File: src/rtl/fetch_stage.sv
// Instruction-fetch stage of the 16-bit pipelined processor.
//
// This stage owns the PC and presents it to the asynchronous instruction memory.
// It captures the returned word into the IF/ID pipeline register.
// A run/halt/fault state machine stops fetching when it sees the exit instruction
// (HALT_INSTR) or the invalid instruction (BAD_INSTR).
//
// Ports:
//   clk, rst          clock; synchronous active-high reset
//   stall             hold PC, IF/ID, state and fetch_count
//   flush             write a bubble into IF/ID (PC still advances in RUN)
//   redirect          load redirect_pc into PC, bubble IF/ID, return to RUN
//   redirect_pc       redirect target (word address)
//   imem_addr         instruction-memory address (combinationally equal to PC)
//   imem_data         instruction-memory read data
//   ifid_instr        registered instruction for decode
//   ifid_pc           registered PC of ifid_instr
//   ifid_pc_plus1     registered ifid_pc + 1
//   ifid_valid        IF/ID holds a real instruction
//   halted, fault     registered state flags
//   fetch_count       number of valid instructions written into IF/ID (wraps)
module fetch_stage #(
  parameter logic [15:0] RESET_PC   = 16'h0000,
  parameter logic [15:0] HALT_INSTR = 16'hFFFF,
  parameter logic [15:0] BAD_INSTR  = 16'h0000
) (
  input  logic        clk,
  input  logic        rst,
  input  logic        stall,
  input  logic        flush,
  input  logic        redirect,
  input  logic [15:0] redirect_pc,
  output logic [15:0] imem_addr,
  input  logic [15:0] imem_data,
  output logic [15:0] ifid_instr,
  output logic [15:0] ifid_pc,
  output logic [15:0] ifid_pc_plus1,
  output logic        ifid_valid,
  output logic        halted,
  output logic        fault,
  output logic [15:0] fetch_count
);

  typedef enum logic [1:0] {StRun, StHalt, StFault} state_e;

  state_e      state_q, state_d;
  logic [15:0] pc_q, pc_d;
  logic [15:0] instr_q, instr_d;
  logic [15:0] ipc_q, ipc_d;
  logic [15:0] ipc1_q, ipc1_d;
  logic        valid_q, valid_d;
  logic [15:0] count_q, count_d;
  logic [15:0] pc_plus1;

  assign pc_plus1 = pc_q + 16'd1;

  always_comb begin
    state_d = state_q;
    pc_d    = pc_q;
    instr_d = instr_q;
    ipc_d   = ipc_q;
    ipc1_d  = ipc1_q;
    valid_d = valid_q;
    count_d = count_q;

    if (redirect) begin
      // Redirect wins over stall; ifid_pc/ifid_pc_plus1 keep their old values.
      pc_d    = redirect_pc;
      instr_d = '0;
      valid_d = 1'b0;
      state_d = StRun;
    end else if (!stall) begin
      // Every non-stalled cycle defaults to a bubble; only a real fetch overrides it.
      instr_d = '0;
      valid_d = 1'b0;
      if (state_q == StRun) begin
        if (flush) begin
          // Halt/fault detection is suppressed while flushing.
          pc_d = pc_plus1;
        end else if (imem_data == HALT_INSTR) begin
          // The exit instruction retires, but the PC stays on it.
          instr_d = imem_data;
          ipc_d   = pc_q;
          ipc1_d  = pc_plus1;
          valid_d = 1'b1;
          count_d = count_q + 16'd1;
          state_d = StHalt;
        end else if (imem_data == BAD_INSTR) begin
          state_d = StFault;
        end else begin
          instr_d = imem_data;
          ipc_d   = pc_q;
          ipc1_d  = pc_plus1;
          valid_d = 1'b1;
          count_d = count_q + 16'd1;
          pc_d    = pc_plus1;
        end
      end
    end
  end

  always_ff @(posedge clk) begin
    if (rst) begin
      state_q <= StRun;
      pc_q    <= RESET_PC;
      instr_q <= '0;
      ipc_q   <= '0;
      ipc1_q  <= '0;
      valid_q <= 1'b0;
      count_q <= '0;
    end else begin
      state_q <= state_d;
      pc_q    <= pc_d;
      instr_q <= instr_d;
      ipc_q   <= ipc_d;
      ipc1_q  <= ipc1_d;
      valid_q <= valid_d;
      count_q <= count_d;
    end
  end

  assign imem_addr     = pc_q;
  assign ifid_instr    = instr_q;
  assign ifid_pc       = ipc_q;
  assign ifid_pc_plus1 = ipc1_q;
  assign ifid_valid    = valid_q;
  assign halted        = (state_q == StHalt);
  assign fault         = (state_q == StFault);
  assign fetch_count   = count_q;

endmodule

File: config.mk
export PLATFORM = sky130hd
export DESIGN_NAME = fetch_stage
export DESIGN_NICKNAME = d
export VERILOG_FILES = /design/src/rtl/fetch_stage.sv
export SDC_FILE = /design/constraint.sdc
export NUM_CORES = 1
export LEC_CHECK = 0
export CORE_UTILIZATION = 29
export CTS_CLUSTER_SIZE = 28
export DETAILED_ROUTE_END_ITERATION = 10
export PLACE_DENSITY_LB_ADDON = 0.25
export SETUP_SLACK_MARGIN = 0.1
export SYNTH_ARGS = -nofsm -noshare
export SYNTH_HDL_FRONTEND = slang
export SYNTH_SLANG_ARGS = --single-unit
File: constraint.sdc
create_clock -name clk -period 2.8 [get_ports clk]
set_input_delay 0.56 -clock clk [delete_from_list [all_inputs] [get_ports clk]]
set_output_delay 0.56 -clock clk [all_outputs]
set_load 0.02 [all_outputs]
* Yosys cells after proc, flatten, opt, wreduce, memory -nomap -nowiden
Index checks and enable logic that the tools add are counted.
** Storage, ports and cells
- Bits of input ports :: 37
- ROM bits :: 0
- RAM bits :: 0
- Register bits :: 83
- Memories :: 0
- Output and inout port bits :: 83
- Bits in latches :: 0
- Word-level logic and storage cells :: 48
** Operators by class
- Add/sub/neg operators :: 2
- $mul :: 0
- Eq/ne operators :: 7
- Bitwise logic cells :: 3
- Reductions and logical operators :: 8
- Div/mod/pow operators :: 0
- Order comparisons :: 0
- Shifts and indexed selects :: 0
- Muxes and demuxes :: 21
** Operators with widths (count)
- $mux 16 :: 15
- $add 16x1->16 const B :: 2
- $eq 16x16->1 const B :: 1
- $logic_not 16->1 :: 1
- $reduce_and 4->1 :: 2
- $ne 3x3->1 const B :: 2
- $reduce_and 5->1 :: 1
- $mux 1 :: 4
- $mux 2 :: 2
- $reduce_bool 2->1 :: 2
- $not 1->1 :: 3
- $eq 2x1->1 const B :: 1
- $eq 2x2->1 const B :: 1
- $logic_not 2->1 :: 1
- $ne 2x1->1 const B :: 1
- $ne 2x2->1 const B :: 1
- $reduce_or 2->1 :: 1

* Depth between registers and ports, before layout
- Word-level depth :: 7
- Depth in mapped cells :: 9
- Depth with buffers taken out :: 6

* Least setup slack after synthesis
Ideal clock, no wire load.
- Path kind :: input -> register
- Start point :: input stall
- End point :: register count_q[15] (netlist: fetch_count[15])
- Required time :: 2677 ps
- Path buffers :: 2
- Path slack :: 400 ps
- Arrival :: 2276 ps
- Setup time :: 123 ps
- Cell stages on the path :: 7
- Cells stage by stage :: buf_6 > or3_1 > buf_2 > or3_4 > nor3_2 > nor4b_2 > mux2_1
** On the way
- Word-level cells in the longest chain between the ends :: 2
** RTL lines
- start, declared :: line 29 : input logic stall,
- $not 1->1 (no source line)
- $reduce_and 5->1 (no source line)
- end signal, assigned :: line 118 : count_q <= count_d;
- end, declared :: line 52 : logic [15:0] count_q, count_d;
No other way between the ends.
A chain may end at the register's enable or synchronous reset.

* Worst setup path after layout
- Start point :: input imem_data[8]
- End point :: register pc_q[3] (netlist: imem_addr[3])
** On the way
- Word-level cells in the longest chain between the ends :: 3
- Elaborated cells between the ends (all ways) :: 5
- Those cells by class :: 3 x eq/ne; 2 x reduce/logical
** RTL lines
- start, declared :: line 34 : input logic [15:0] imem_data,
- $eq 16x16->1 or $logic_not 16->1 (tied branches) :: line 80, 88
- $ne 3x3->1 (no source line)
- $reduce_and 4->1 (no source line) *
- end signal, assigned :: line 113 : pc_q <= pc_d;
- end, declared :: line 47 : logic [15:0] pc_q, pc_d;
Every way passes the cells marked *; elsewhere a longest branch is shown, timed or not.

==> impl_results.md <==
- Slew @ Worst Pin: 1040 ps
- Share of the yosys chip area belonging to registers: between 40 and 50%
- Final setup violation count: 0
- Buffers from clock root to sink, at most: 2
- Kind of end point of the critical path: flop
- Crit Path Category: in -> reg
- Hold Fails Final Rpt: 0
- Die height: roughly 120 microns
- Post-synthesis instance area: ~3900 sq um
- Starting DRT DRC Count: 152
- H-Tree Level Count: 3
- Fraction of met1 tracks used by global routing: around 21%
- Storage element area: roughly 1700 sq um
- # diodes: 0
- TritonCTS clock tree: built
- Most used standard cell by instance count after synthesis: sky130_fd_sc_hd__dfxtp_1
- Cells after Synth: around 450
- Mapped Avg Cell Area: 8.60 sq um
- Post-CTS setup-driven buffer insertion count: 0
- Number of enable-type register cells in the synthesized netlist: 0
- DRC viols: 0
- M3 GR Usage: 4.22%
- Arrival time of data at the critical path endpoint: 2740 ps
- Top post-synthesis cells by count: 83 x sky130_fd_sc_hd__dfxtp_1, 53 x sky130_fd_sc_hd__nor2_1, 49 x sky130_fd_sc_hd__nand2_1, 35 x sky130_fd_sc_hd__a21oi_1, 24 x sky130_fd_sc_hd__clkbuf_1
- Final WL: 11100 microns
- Cts repair resizes: 0
- Vias after detailed routing: 3686
- Normalized max-slew margin: between 30 and 40%
- Required arrival time at the worst endpoint: ~3000 ps
- 1st-pass router iterations: 4
- Worst ir drop on vdd: ~0.31 mV
- Syn_nets: about 490
- I/O pin count: 120
- Cell at the root of the clock tree: sky130_fd_sc_hd__clkbuf_16
- Total of fill cells in the finished design: roughly 1300
- Highest net fanout along the worst path: 14
- Width of the die: about 120 microns
- Final period utilization: between 80% and 90%
- Flop and latch count out of synthesis: 83
- Primary flip-flop cell chosen by synthesis mapping: sky130_fd_sc_hd__dfxtp_1
- Number of nets in the layout: between 600 and 700
- Via count of the first global-routing pass: around 3600
- Outcome: finished, final reports clean
- PD cells: between 500 and 600 nW/um^2
- Biggest area contributors in the synthesized netlist: sky130_fd_sc_hd__dfxtp_1 43%, sky130_fd_sc_hd__nor2_1 5.1%, sky130_fd_sc_hd__nand2_1 4.7%
- Starting density of the core: a little under a third
- Max Clock Freq: between 400 and 500 MHz
- Latest clock arrival within the worst-skew pair: roughly 340 ps
- Critical Path Start Type: input port
- Most used routing layer: met2
- Global-route wire length before repair: 17900 microns
- Clock skew: approximately 3.4 ps
- Final GP Congestion: ~0.75
- CTS Sinks: 83
- Library cells used by synthesis: about 50
- Standard-cell row count: approximately 40
- Post-route standard cell area excluding fillers: 5580 sq um
- Initial antenna violation count: 0
- Setup repair after global routing missed its margin: no
- Total overflow reported by the global router: 0
- LEAKAGE: between 0.0015 and 0.002 uW
- GRT Total Usage: 16.1%
- ANT nets after route: 0
- Number of maximum-capacitance constraint violations: 0
- Cell type contributing the most total cell area after synthesis: sky130_fd_sc_hd__dfxtp_1
- Startpoint of the most critical register-to-register path: imem_addr[0]
- Core ar.: around 13000 sq um
- Via density per instance: ~5
- Wirelength per Cell: 15.0 microns
- Area growth from synthesis to final layout: 43.2%
- Shortest clock period the worst path allows after layout: around 2500 ps
- Cts bufs inserted: 9
- Area of the multi-input gates: 2000 sq um
- Final total negative setup slack: 0 ps
- Number of hold-repair buffers added at the cts stage: 0
- Clk slew on worst S/H paths: approximately 60 ps
- Hold Path Class: reg -> reg
- Die Footprint: between 10000 and 15000 sq um
- Critical path launch point: imem_data[8]
- Placed instance area: ~5300 sq um
- Yosys Warn Count: 0
- Final number of max-transition violations: 0
- Proportion of synthesized flip-flops having asynchronous set or reset: 0%
- Met2 Usage GRT: between 20% and 30%
- Layout cell share with drive strength beyond 1: between 10% and 20%
- Detailed placer's ending HPWL: roughly 8000 microns
- Launch point of the worst hold path: ifid_pc[0]
- Pin count of the biggest net entering global routing: 66
- Post-synth top area share: a little over two fifths
- Quantity of I/O buffers inserted on ports: 119
[kinds of logic (layout without fill, tap and decap cells)]
kind of cell,count (synthesis),after routing,share of synthesized area (%)
muxes,3,3,0.867
xor gates and xnor gates,26,26,5.85
adders and majority gates,2,2,0.642
DFF,83,83,42.7
buffers and inverters,53,170,6.07
and+or+nand+nor,184,184,24.9
AOI/OAI and AO/OA,102,102,19.0
[through the flow]
step	setup slack, ps	total power [uW]	instances	util, %	hold WS [ps]
2_1_floorplan	400	1480	453	-	487
3_3_place_gp	36.1	1660	726	41.0	441
3_5_place_dp	7.26	1660	726	41.0	449
4_1_cts	353	2870	742	43.3	458
5_1_grt	179	2940	742	43.3	477
6_report	308	2820	742	43.3	455
[area by class of cell]
| class | count | area share [%] |
|---|---|---|
| Sequential cell | 83 | 29.8 |
| Multi-Input combinational cell | 317 | 35.8 |
| Clock inverter | 5 | 0.942 |
| Clock buffer | 11 | 4.35 |
| Timing Repair Buffer | 137 | 24.1 |
| Inverter | 17 | 1.14 |
| Tap cell | 172 | 3.86 |
[registers in the layout, summed over array words and instances (netlist names)]
name / cells
fetch_count: 16
ifid_instr: 16
ifid_pc: 16
ifid_pc_plus1: 16
imem_addr: 16
state_q: 2
ifid_valid: 1
[critical path: stages]
cell and delay [ps]:
sky130_fd_sc_hd__clkdlybuf4s50_1 440, sky130_fd_sc_hd__nor4_1 480, sky130_fd_sc_hd__and4_1 430, sky130_fd_sc_hd__o21ba_2 370, sky130_fd_sc_hd__nor2_1 160, sky130_fd_sc_hd__a311oi_1 290
[layer usage]
metal	routed length, microns	vias up
met5	0	-
met4	195	0
met1	5280	1719
met3	668	16
li1	-	1851
met2	4980	100
[power breakdown]
group,switching (uW),internal [uW],total [uW]
Clock,476,711,1190
Combinational,188,178,366
Sequential,47.3,1220,1270
[cells in the final DEF, fill, tap and decap left out, types with 6 or more instances in the layout]
master / count
sky130_fd_sc_hd__a211oi_1: 8
sky130_fd_sc_hd__a211oi_2: 7
sky130_fd_sc_hd__a21oi_1: 35
sky130_fd_sc_hd__a22oi_1: 16
sky130_fd_sc_hd__a311oi_1: 8
sky130_fd_sc_hd__and4_1: 6
sky130_fd_sc_hd__buf_4: 16
sky130_fd_sc_hd__clkbuf_16: 9
sky130_fd_sc_hd__clkdlybuf4s50_1: 118
sky130_fd_sc_hd__dfxtp_1: 83
sky130_fd_sc_hd__inv_1: 17
sky130_fd_sc_hd__nand2_1: 49
sky130_fd_sc_hd__nand3_1: 10
sky130_fd_sc_hd__nand4_1: 10
sky130_fd_sc_hd__nor2_1: 53
sky130_fd_sc_hd__nor2b_1: 7
sky130_fd_sc_hd__nor3_1: 10
sky130_fd_sc_hd__nor4_1: 13
sky130_fd_sc_hd__nor4_2: 7
sky130_fd_sc_hd__o31a_1: 11
sky130_fd_sc_hd__xnor2_1: 18
sky130_fd_sc_hd__xor2_1: 8
[worst paths after layout]
| path | to | slack [ps] | cells after the start |
|---|---|---|---|
| max | imem_addr[3] | 310 | 6 |
| min | ifid_pc[0] | 460 | 2 |
| max reg2reg | imem_addr[12] | 470 | 6 |
| min reg2reg | ifid_pc[0] | 460 | 2 |
(Power assumes the default switching activity.)
